$ cat src/rtl/i2c_pkg.sv
// Shared types and constants for the I2C target register bank.
//   i2c_tgt_state_t : protocol FSM states
//   ACK / NACK      : SDA level of the acknowledge bit
//   RW_BIT          : position of the R/W flag inside the address byte
package i2c_pkg;

    typedef enum logic [3:0] {
        StIdle,
        StAddr,
        StAddrAck,
        StPtr,
        StPtrAck,
        StWdata,
        StWdataAck,
        StRdata,
        StRdataAck,
        StIgnore
    } i2c_tgt_state_t;

    localparam logic ACK  = 1'b0;
    localparam logic NACK = 1'b1;

    localparam int unsigned RW_BIT = 0;

endpackage

$ cat src/rtl/i2c_sync_edge.sv
// Two-flop synchroniser plus a history stage for one asynchronous pad input.
//   clk, rst_n : system clock, async active-low reset (flops reset to 1 = bus idle)
//   d_i        : asynchronous pad level
//   level_o    : synchronised level, aligned with the edge pulses
//   rise_o     : one-cycle pulse on a 0->1 transition
//   fall_o     : one-cycle pulse on a 1->0 transition
// Pad edge to pulse is 3 clk: two synchroniser flops, then the history/pulse stage.
module i2c_sync_edge (
    input  logic clk,
    input  logic rst_n,
    input  logic d_i,
    output logic level_o,
    output logic rise_o,
    output logic fall_o
);

    logic s1_q, s2_q, hist_q, rise_q, fall_q;

    always_ff @(posedge clk or negedge rst_n) begin
        if (!rst_n) begin
            s1_q   <= 1'b1;
            s2_q   <= 1'b1;
            hist_q <= 1'b1;
            rise_q <= 1'b0;
            fall_q <= 1'b0;
        end else begin
            s1_q   <= d_i;
            s2_q   <= s1_q;
            hist_q <= s2_q;
            rise_q <= s2_q & ~hist_q;
            fall_q <= ~s2_q & hist_q;
        end
    end

    assign level_o = hist_q;
    assign rise_o  = rise_q;
    assign fall_o  = fall_q;

endmodule

$ cat src/rtl/i2c_target_regs.sv
// I2C target with a byte-wide register bank and auto-incrementing pointer.
//   scl_i, sda_i     : asynchronous pad inputs
//   sda_oe           : 1 pulls SDA low (open drain)
//   loc_addr/rdata   : combinational local read port into the bank
//   wr_strobe/addr/data : one-cycle report of every committed I2C data byte
//   busy             : addressed transaction in progress
module i2c_target_regs
    import i2c_pkg::*;
#(
    parameter logic [6:0]  DEV_ADDR = 7'h42,
    parameter int unsigned NUM_REGS = 16,
    localparam int unsigned PW      = $clog2(NUM_REGS)
) (
    input  logic          clk,
    input  logic          rst_n,
    input  logic          scl_i,
    input  logic          sda_i,
    output logic          sda_oe,
    input  logic [PW-1:0] loc_addr,
    output logic [7:0]    loc_rdata,
    output logic          wr_strobe,
    output logic [PW-1:0] wr_addr,
    output logic [7:0]    wr_data,
    output logic          busy
);

    localparam logic [PW-1:0] PtrOne = PW'(1);

    logic scl_lvl, scl_rise, scl_fall;
    logic sda_lvl, sda_rise, sda_fall;

    i2c_sync_edge u_scl_sync (
        .clk     (clk),
        .rst_n   (rst_n),
        .d_i     (scl_i),
        .level_o (scl_lvl),
        .rise_o  (scl_rise),
        .fall_o  (scl_fall)
    );

    i2c_sync_edge u_sda_sync (
        .clk     (clk),
        .rst_n   (rst_n),
        .d_i     (sda_i),
        .level_o (sda_lvl),
        .rise_o  (sda_rise),
        .fall_o  (sda_fall)
    );

    i2c_tgt_state_t state_q, state_d;
    logic [2:0]     bit_cnt_q, bit_cnt_d;
    logic [7:0]     shift_q, shift_d;
    logic [PW-1:0]  ptr_q, ptr_d;
    logic           sda_oe_q, sda_oe_d;
    logic           busy_q, busy_d;
    logic           rw_q, rw_d;
    logic           wr_strobe_q, wr_strobe_d;
    logic [PW-1:0]  wr_addr_q, wr_addr_d;
    logic [7:0]     wr_data_q, wr_data_d;
    logic [7:0]     regs_q [NUM_REGS];

    logic          start_det, stop_det;
    logic [7:0]    rx_byte;
    logic [PW-1:0] ptr_inc;

    assign start_det = sda_fall & scl_lvl;
    assign stop_det  = sda_rise & scl_lvl;
    assign rx_byte   = {shift_q[6:0], sda_lvl};
    assign ptr_inc   = ptr_q + PtrOne;

    always_comb begin
        state_d     = state_q;
        bit_cnt_d   = bit_cnt_q;
        shift_d     = shift_q;
        ptr_d       = ptr_q;
        sda_oe_d    = sda_oe_q;
        busy_d      = busy_q;
        rw_d        = rw_q;
        wr_strobe_d = 1'b0;
        wr_addr_d   = wr_addr_q;
        wr_data_d   = wr_data_q;

        // START/STOP override everything; a partial byte is simply dropped.
        if (start_det) begin
            state_d   = StAddr;
            bit_cnt_d = 3'd0;
            sda_oe_d  = 1'b0;
        end else if (stop_det) begin
            state_d   = StIdle;
            bit_cnt_d = 3'd0;
            sda_oe_d  = 1'b0;
            busy_d    = 1'b0;
        end else begin
            unique case (state_q)
                StAddr, StPtr, StWdata: begin
                    if (scl_rise) begin
                        shift_d   = rx_byte;
                        bit_cnt_d = bit_cnt_q + 3'd1;
                        if (bit_cnt_q == 3'd7) begin
                            if (state_q == StAddr) begin
                                if (rx_byte[7:1] == DEV_ADDR) begin
                                    state_d = StAddrAck;
                                    rw_d    = rx_byte[RW_BIT];
                                    busy_d  = 1'b1;
                                end else begin
                                    state_d = StIgnore;
                                    busy_d  = 1'b0;
                                end
                            end else if (state_q == StPtr) begin
                                ptr_d   = rx_byte[PW-1:0];
                                state_d = StPtrAck;
                            end else begin
                                wr_strobe_d = 1'b1;
                                wr_addr_d   = ptr_q;
                                wr_data_d   = rx_byte;
                                ptr_d       = ptr_inc;
                                state_d     = StWdataAck;
                            end
                        end
                    end
                end
                // First SCL fall drives the ACK, the second releases it.
                StAddrAck, StPtrAck, StWdataAck: begin
                    if (scl_fall) begin
                        if (!sda_oe_q) begin
                            sda_oe_d = 1'b1;
                        end else begin
                            sda_oe_d = 1'b0;
                            if (state_q == StAddrAck && rw_q) begin
                                // Present the first read bit on this same falling edge.
                                state_d  = StRdata;
                                shift_d  = regs_q[ptr_q];
                                sda_oe_d = ~regs_q[ptr_q][7];
                            end else if (state_q == StAddrAck) begin
                                state_d = StPtr;
                            end else begin
                                state_d = StWdata;
                            end
                        end
                    end
                end
                StRdata: begin
                    if (scl_fall) begin
                        sda_oe_d = ~shift_q[7];
                    end
                    if (scl_rise) begin
                        shift_d   = {shift_q[6:0], 1'b0};
                        bit_cnt_d = bit_cnt_q + 3'd1;
                        if (bit_cnt_q == 3'd7) begin
                            state_d = StRdataAck;
                        end
                    end
                end
                StRdataAck: begin
                    if (scl_fall) begin
                        sda_oe_d = 1'b0;
                    end
                    if (scl_rise) begin
                        if (sda_lvl == ACK) begin
                            ptr_d   = ptr_inc;
                            shift_d = regs_q[ptr_inc];
                            state_d = StRdata;
                        end else begin
                            state_d = StIgnore;
                        end
                    end
                end
                default: ;
            endcase
        end
    end

    always_ff @(posedge clk or negedge rst_n) begin
        if (!rst_n) begin
            state_q     <= StIdle;
            bit_cnt_q   <= 3'd0;
            shift_q     <= 8'h00;
            ptr_q       <= '0;
            sda_oe_q    <= 1'b0;
            busy_q      <= 1'b0;
            rw_q        <= 1'b0;
            wr_strobe_q <= 1'b0;
            wr_addr_q   <= '0;
            wr_data_q   <= 8'h00;
        end else begin
            state_q     <= state_d;
            bit_cnt_q   <= bit_cnt_d;
            shift_q     <= shift_d;
            ptr_q       <= ptr_d;
            sda_oe_q    <= sda_oe_d;
            busy_q      <= busy_d;
            rw_q        <= rw_d;
            wr_strobe_q <= wr_strobe_d;
            wr_addr_q   <= wr_addr_d;
            wr_data_q   <= wr_data_d;
        end
    end

    always_ff @(posedge clk or negedge rst_n) begin
        if (!rst_n) begin
            for (int i = 0; i < NUM_REGS; i++) begin
                regs_q[i] <= 8'h00;
            end
        end else if (wr_strobe_d) begin
            regs_q[wr_addr_d] <= wr_data_d;
        end
    end

    assign sda_oe    = sda_oe_q;
    assign loc_rdata = regs_q[loc_addr];
    assign wr_strobe = wr_strobe_q;
    assign wr_addr   = wr_addr_q;
    assign wr_data   = wr_data_q;
    assign busy      = busy_q;

endmodule

$ cat config.mk
export PLATFORM = sky130hd
export DESIGN_NAME = i2c_target_regs
export DESIGN_NICKNAME = d
export VERILOG_FILES = /design/src/rtl/i2c_pkg.sv /design/src/rtl/i2c_sync_edge.sv /design/src/rtl/i2c_target_regs.sv
export SDC_FILE = /design/constraint.sdc
export NUM_CORES = 1
export LEC_CHECK = 0
export CAP_MARGIN = 15
export CORE_UTILIZATION = 35
export DETAILED_ROUTE_END_ITERATION = 8
export GPL_ROUTABILITY_DRIVEN = 0
export HOLD_SLACK_MARGIN = 0.06
export PLACE_DENSITY = 0.5
export SYNTH_ARGS = -nofsm -noshare
export SYNTH_HDL_FRONTEND = slang
export SYNTH_SLANG_ARGS = --single-unit
$ cat constraint.sdc
create_clock -name clk -period 6.3 [get_ports clk]
set_clock_uncertainty 0.05 [all_clocks]
set_input_delay 0.63 -clock clk [delete_from_list [all_inputs] [get_ports clk]]
set_output_delay 0.63 -clock clk [all_outputs]
set_load 0.005 [all_outputs]
==> results.json, run 1 <==
{
  "run_status": "finished, final reports clean",
  "startpoint_type": "primary input",
  "power.static_leakage_nw": 4.41,
  "busiest_layer": "met2",
  "drive_gt1_share_pct": 23.3,
  "netlist.top_cell.by_area": "sky130_fd_sc_hd__dfrtp_1",
  "rows": 61,
  "die_w_um": 170,
  "io_pins": 31,
  "final_net_count": 856,
  "vdd_drop_max_mv": 0.195,
  "synthXorXnorAreaFrac_pct": 0.266,
  "num_antenna_cells": 0,
  "syn_inst": 846,
  "cts.htree.levels": 4,
  "setup.worst_path.class": "in -> out",
  "cts-buffers-inserted": 17,
  "simple_gate_share_of_the_synthesized_area_pct": 11.5,
  "r2r_cells": 5,
  "fin_total_pwr_mw": 3.16,
  "tightest_slew_ns": 1.12,
  "final_cells": 1236,
  "synth-edff-count": 0,
  "grt_max_degree": 114,
  "cp_max_fo": 32,
  "r2r-start": "state_q[0]$_DFFE_PN0P_",
  "hold_viol": 0,
  "ys_top_cells_by_count": "167 x sky130_fd_sc_hd__dfrtp_1, 107 x sky130_fd_sc_hd__nand2_1, 106 x sky130_fd_sc_hd__mux4_2",
  "synth-async-reset-ratio_pct": 100,
  "detail_route.wl_per_cell_um": 22.8,
  "global_route_usage_over_all_layers_pct": 20.7,
  "cts_post_setup_buffers_inserted": 0,
  "dpl.hpwl_um": 17700,
  "fill_cells": 2675,
  "global_route_wire_length_before_repair_um": 43800,
  "met1_grt_util_pct": 29.0,
  "timing.critical_path.to_type": "output port",
  "hold_ws_ns": 0.106,
  "synthTopCellsByArea": "sky130_fd_sc_hd__dfrtp_1 42%, sky130_fd_sc_hd__mux4_2 24%, sky130_fd_sc_hd__o21ai_0 4.2%",
  "crit-reg2reg-capture": "regs_q[27]$_DFFE_PN0P_",
  "main_combinational_cell_family_by_area_after_synthesis": "multiplexers",
  "placedCellCount": 1202,
  "cts_buffer_depth": 2,
  "path_clk_slew_ns": 0.07,
  "hold_buffers": 0,
  "syn_nets": 857,
  "grt-ovfl-total": 0,
  "antenna_found_initial": 0,
  "global_route.usage.met2_pct": 32.6,
  "post_synth_mux_area_share_pct": 28.8,
  "yosysUniqueCellTypes": 59,
  "timing.setup.tns_ns": 0,
  "synthMostInstantiatedCell": "sky130_fd_sc_hd__dfrtp_1",
  "min_period_over_period_pct": 56.2,
  "cts_tree": "built",
  "cp.arrival_ns": 2.86,
  "average_size_of_a_mapped_cell_um2": 11.7,
  "clk_latency_ns": 0.43,
  "viasPerCell": 5.68,
  "ff2ff_setup_slack_ns": 2.97,
  "die-area_um2": 28900,
  "synth_compound_gate_area_share_pct": 11.2,
  "area_overhead_of_the_layout_relative_to_synthesis_pct": 12.1,
  "yosys_warnings": 0,
  "drtPass1Iterations": 5,
  "ctsResizeCount": 0,
  "fin_util_pct": 39.9,
  "route.antenna.remaining_nets": 0,
  "cts.sinks": 173,
  "yosys.area.top_type_share_pct": 42.3,
  "ys_seq_elements": 173,
  "detail_route.iter0.violations": 573,
  "timing.slew.headroom_pct": 24.6,
  "setup_viol": 0,
  "yosys_most_used_dff": "sky130_fd_sc_hd__dfrtp_1",
  "portBuffers": 30,
  "worst_ep_required_ns": 5.62,
  "max_cap_violations": 0,
  "final.min_clock_period_ns": 3.54,
  "hold_path.class": "in -> async",
  "die_height_um": 170,
  "vias": 7019,
  "synth_seq_area_share_pct": 43.9,
  "multiInputGateArea_um2": 5170,
  "route.final.wire_length_um": 28100,
  "rsz0062_at_grt": "no",
  "post_synthesis_instance_area_um2": 9880,
  "register_area_um2": 4340,
  "synth_fa_ha_area_share_pct": 0.380,
  "floorplan.initialDensity_pct": 35.6,
  "grt.met3_usage_pct": 3.81,
  "power.density_cell_area_nw_per_um2": 286,
  "fp.coreArea_um2": 27800,
  "finalMaxSlewViolations": 0,
  "detail_route.drc_violations": 0,
  "max_freq_ghz": 0.282,
  "ctsRootBufferMaster": "sky130_fd_sc_hd__clkbuf_16",
  "vias_in_the_first_global_route": 6811
}
==> cell families (layout without fill, tap and decap cells) <==
kind of cell    count (synthesis)  after routing
buf+inv                        82             94
compound gates                196            196
simple gates                  239            239
fa+ha+maj                       3              3
flops                         173            173
xor+xnor                        3              3
mux                           150            150
==> through the flow <==
stage	setup WS (ns)	cell area, µm²
CTS	2.45	11000
detailed placement	2.45	10500
floorplan	3.30	9880
finish	2.76	11100
global route	2.65	11100
global placement	2.54	10500
==> flip-flops by register name, summed over array words and instances (netlist names), 3 cells and up <==
signal     count
ptr_q          4
wr_addr        4
regs_q       128
bit_cnt_q      3
state_q        4
wr_data        8
shift_q        8
==> metal layers <==
layer  share of wire [%]  vias up  wire (µm)
met5                   0        -          0
met4                 2.0        0        569
met3                 4.5       25       1270
met2                  47      200      13400
met1                  46     3643      12900
li1                    -     3151          -
==> critical path, cell delays in order <==
cell and delay, ns:
sky130_fd_sc_hd__buf_2 0.68, sky130_fd_sc_hd__mux4_2 0.59, sky130_fd_sc_hd__mux4_2 0.49, sky130_fd_sc_hd__clkdlybuf4s50_1 0.46
==> power breakdown <==
| part | switching (mW) | internal, mW | leakage, nW |
|---|---|---|---|
| logic | 0.471 | 0.330 | 1.76 |
| clock network | 0.463 | 0.598 | 0.280 |
| registers | 0.134 | 1.17 | 2.36 |
==> cells in the final DEF, fill, tap and decap left out, types with 6 or more instances in the layout <==
cell type and instances:
sky130_fd_sc_hd__buf_4 16, sky130_fd_sc_hd__mux2_2 12, sky130_fd_sc_hd__nand2_1 107, sky130_fd_sc_hd__clkdlybuf4s50_1 27, sky130_fd_sc_hd__dfrtp_1 165, sky130_fd_sc_hd__inv_1 14
sky130_fd_sc_hd__o21ai_0 83, sky130_fd_sc_hd__nor3_1 7, sky130_fd_sc_hd__mux2i_1 27, sky130_fd_sc_hd__dfstp_2 6, sky130_fd_sc_hd__a21oi_1 68, sky130_fd_sc_hd__nor2_1 78
sky130_fd_sc_hd__mux4_2 106, sky130_fd_sc_hd__nand3_1 8, sky130_fd_sc_hd__clkbuf_16 17, sky130_fd_sc_hd__a31oi_1 8, sky130_fd_sc_hd__o211ai_1 7, sky130_fd_sc_hd__nor2b_1 7
==> layout make-up <==
cell class | count | area share (%)
inverter | 14 | 0.474
clock buffer | 19 | 4.00
multi-input combinational | 591 | 46.7
tap | 378 | 4.27
clock inverter | 13 | 1.24
timing repair buffer | 48 | 4.15
sequential | 173 | 39.2
==> how the worst max path moves through the flow <==
| stage | start | end | cells after the start |
|---|---|---|---|
| CTS | loc_addr[0] | loc_rdata[0] | 4 |
| global placement | loc_addr[0] | loc_rdata[1] | 4 |
| global route | loc_addr[1] | loc_rdata[7] | 4 |
| detailed placement | loc_addr[0] | loc_rdata[0] | 4 |
| floorplan | loc_addr[0] | loc_rdata[1] | 4 |
| finish | loc_addr[1] | loc_rdata[7] | 4 |
Note: power is estimated with default switching activity, not from simulation.
==> inputs of run 2 (changes only) <==
==> constraint.sdc (replaced) <==
create_clock -name clk -period 3.3 [get_ports clk]
set_clock_uncertainty 0.05 [all_clocks]
set_input_delay 0.33 -clock clk [delete_from_list [all_inputs] [get_ports clk]]
set_output_delay 0.33 -clock clk [all_outputs]
set_load 0.005 [all_outputs]
==> results.json, run 2 (synthesized netlist as in run 1, its figures left out) <==
{
  "crit_slowest_cell": "sky130_fd_sc_hd__dfrtp_1",
  "min_to": "u_scl_sync.s1_q$_DFF_PN1_",
  "placed_cell_area_um2": 10700,
  "drive_gt1_share_pct": 24.9,
  "global_route_wire_length_before_repair_um": 45100,
  "vias": 7116,
  "sw_ratio_pct": 33.4,
  "detail_route.drc_violations": 0,
  "critical-path-top-delay-family": "compound AO/OA/AOI/OAI gates",
  "viasPerCell": 5.63,
  "cp_max_fo": 19,
  "critical_path_buf_inv_count": 0,
  "p_switching_mw": 2.05,
  "dpl.hpwl_um": 19600,
  "drtPass1Iterations": 5,
  "cp.arrival_ns": 3.20,
  "ff2ff_setup_slack_ns": 0.35,
  "hold_path.class": "in -> reg",
  "run_status": "finished, final reports clean",
  "die-area_um2": 28900,
  "cts.htree.levels": 4,
  "min_period_over_period_pct": 89.3,
  "route.antenna.remaining_nets": 0,
  "startpoint_type": "register",
  "fin_util_pct": 40.6,
  "r2r-start": "state_q[2]$_DFFE_PN0P_",
  "highest_layer": "met4",
  "timing.hold.worst_path_depth": 1,
  "max_cap_violations": 0,
  "setup_viol": 0,
  "global_route_usage_over_all_layers_pct": 21.3,
  "worst_ep_required_ns": 3.55,
  "fp.coreArea_um2": 27800,
  "timing.critical_path.slowest_cell_delay_ns": 0.70,
  "crit-reg2reg-capture": "shift_q[1]$_DFFE_PN0P_",
  "share_seq_of_total_power_pct": 39.7,
  "finalMaxSlewViolations": 0,
  "comb_power_share_pct": 27.1,
  "cell_internal_pwr_mw": 4.08,
  "detail_route.wl_per_cell_um": 22.8,
  "rsz0062_at_grt": "no",
  "cts_post_setup_buffers_inserted": 0,
  "ctsRootBufferMaster": "sky130_fd_sc_hd__clkbuf_16",
  "crit_path_cells": "nand2_1 > a221o_1 > a221oi_2 > and4_1 > a21boi_0 > a31oi_1",
  "grt-ovfl-total": 0,
  "die_w_um": 170,
  "min_from": "scl_i",
  "cts-buffers-inserted": 17,
  "power.static_leakage_nw": 4.53,
  "vdd_drop_max_mv": 0.379,
  "wl_met1_um": 12800,
  "layout.cells.most_common_list": "165 x sky130_fd_sc_hd__dfrtp_1, 107 x sky130_fd_sc_hd__nand2_1, 106 x sky130_fd_sc_hd__mux4_2, 83 x sky130_fd_sc_hd__o21ai_0, 78 x sky130_fd_sc_hd__nor2_1",
  "cts_tree": "built",
  "timing.critical_path.to_type": "register",
  "dr_wl_met2_um": 14000,
  "final_cells": 1263,
  "share_clk_of_total_power_pct": 33.2,
  "route.final.wire_length_um": 28700,
  "detail_route.iter0.violations": 744,
  "num_antenna_cells": 0,
  "portBuffers": 30,
  "cts.sinks": 173,
  "hold_viol": 0,
  "io_pins": 31,
  "setup.worst_path.class": "reg -> reg",
  "timing.setup.tns_ns": 0,
  "placedCellCount": 1230,
  "final_common_cell": "sky130_fd_sc_hd__dfrtp_1",
  "final.min_clock_period_ns": 2.95,
  "area_overhead_of_the_layout_relative_to_synthesis_pct": 14.3,
  "power.density_cell_area_nw_per_um2": 543,
  "floorplan.initialDensity_pct": 35.6,
  "timing.slew.headroom_pct": 41.2,
  "largest_register_ffs": 128,
  "r2r_cells": 6,
  "final_net_count": 883,
  "clk_latency_ns": 0.43,
  "die_height_um": 170,
  "grt_max_degree": 90,
  "antenna_found_initial": 0,
  "tightest_slew_ns": 0.881,
  "regMostFlops": "regs_q",
  "max_freq_ghz": 0.339,
  "vias_in_the_first_global_route": 7023,
  "route.met3.wl_um": 1510,
  "rows": 61,
  "path_clk_slew_ns": 0.07,
  "cts_buffer_depth": 2,
  "finish.instance_area_um2": 11300
}
run 2: cell type report:
class / instances / area, µm²
clock buffers: 20 / 447
clock inverters: 12 / 139
fillers: 2631 / 16500
inverters: 14 / 52.6
multi-input cells: 591 / 5150
flip-flops and latches: 173 / 4340
well taps: 378 / 473
repair buffers: 75 / 682
run 2: repair_timing:
action / in CTS / in global routing
gates resized for setup: 0 / 0
hold endpoints to repair: 80 / 0
hold buffers: 1 / 0
run 2: layer usage:
metal	global-route usage, %	vias up
li1	-	3220
met1	29.1	3656
met2	34.9	208
met3	4.00	32
met4	5.21	0
met5	0	-
run 2: stage by stage:
| stage | setup slack, ns | hold WS, ns | power [mW] |
|---|---|---|---|
| 6_report | 0.353 | 0.258 | 6.13 |
| 5_1_grt | 0.182 | 0.248 | 6.44 |
| 4_1_cts | 0.373 | 0.241 | 6.20 |
| 3_5_place_dp | 0.395 | 0.297 | 4.16 |
| 3_3_place_gp | 0.425 | 0.296 | 4.15 |
| 2_1_floorplan | 0.883 | -0.0156 | 3.67 |
run 2: power by group through the flow:
stage | sequential [mW] | clock (mW) | combinational (mW)
2_1_floorplan | 2.35 | 0 | 1.32
3_3_place_gp | 2.47 | 0 | 1.68
3_5_place_dp | 2.47 | 0 | 1.69
4_1_cts | 2.43 | 2.08 | 1.69
5_1_grt | 2.45 | 2.17 | 1.82
6_report | 2.43 | 2.03 | 1.66
run 2: worst max-delay path by stage:
stage	end	depth (start not counted)	slack [ns]	start
2_1_floorplan	shift_q[0]$_DFFE_PN0P_	8	0.88	ptr_q[1]$_DFFE_PN0P_
3_3_place_gp	shift_q[1]$_DFFE_PN0P_	6	0.42	state_q[2]$_DFFE_PN0P_
3_5_place_dp	shift_q[1]$_DFFE_PN0P_	6	0.39	state_q[2]$_DFFE_PN0P_
4_1_cts	shift_q[1]$_DFFE_PN0P_	6	0.37	state_q[2]$_DFFE_PN0P_
5_1_grt	shift_q[3]$_DFFE_PN0P_	6	0.18	state_q[2]$_DFFE_PN0P_
6_report	shift_q[1]$_DFFE_PN0P_	6	0.35	state_q[2]$_DFFE_PN0P_
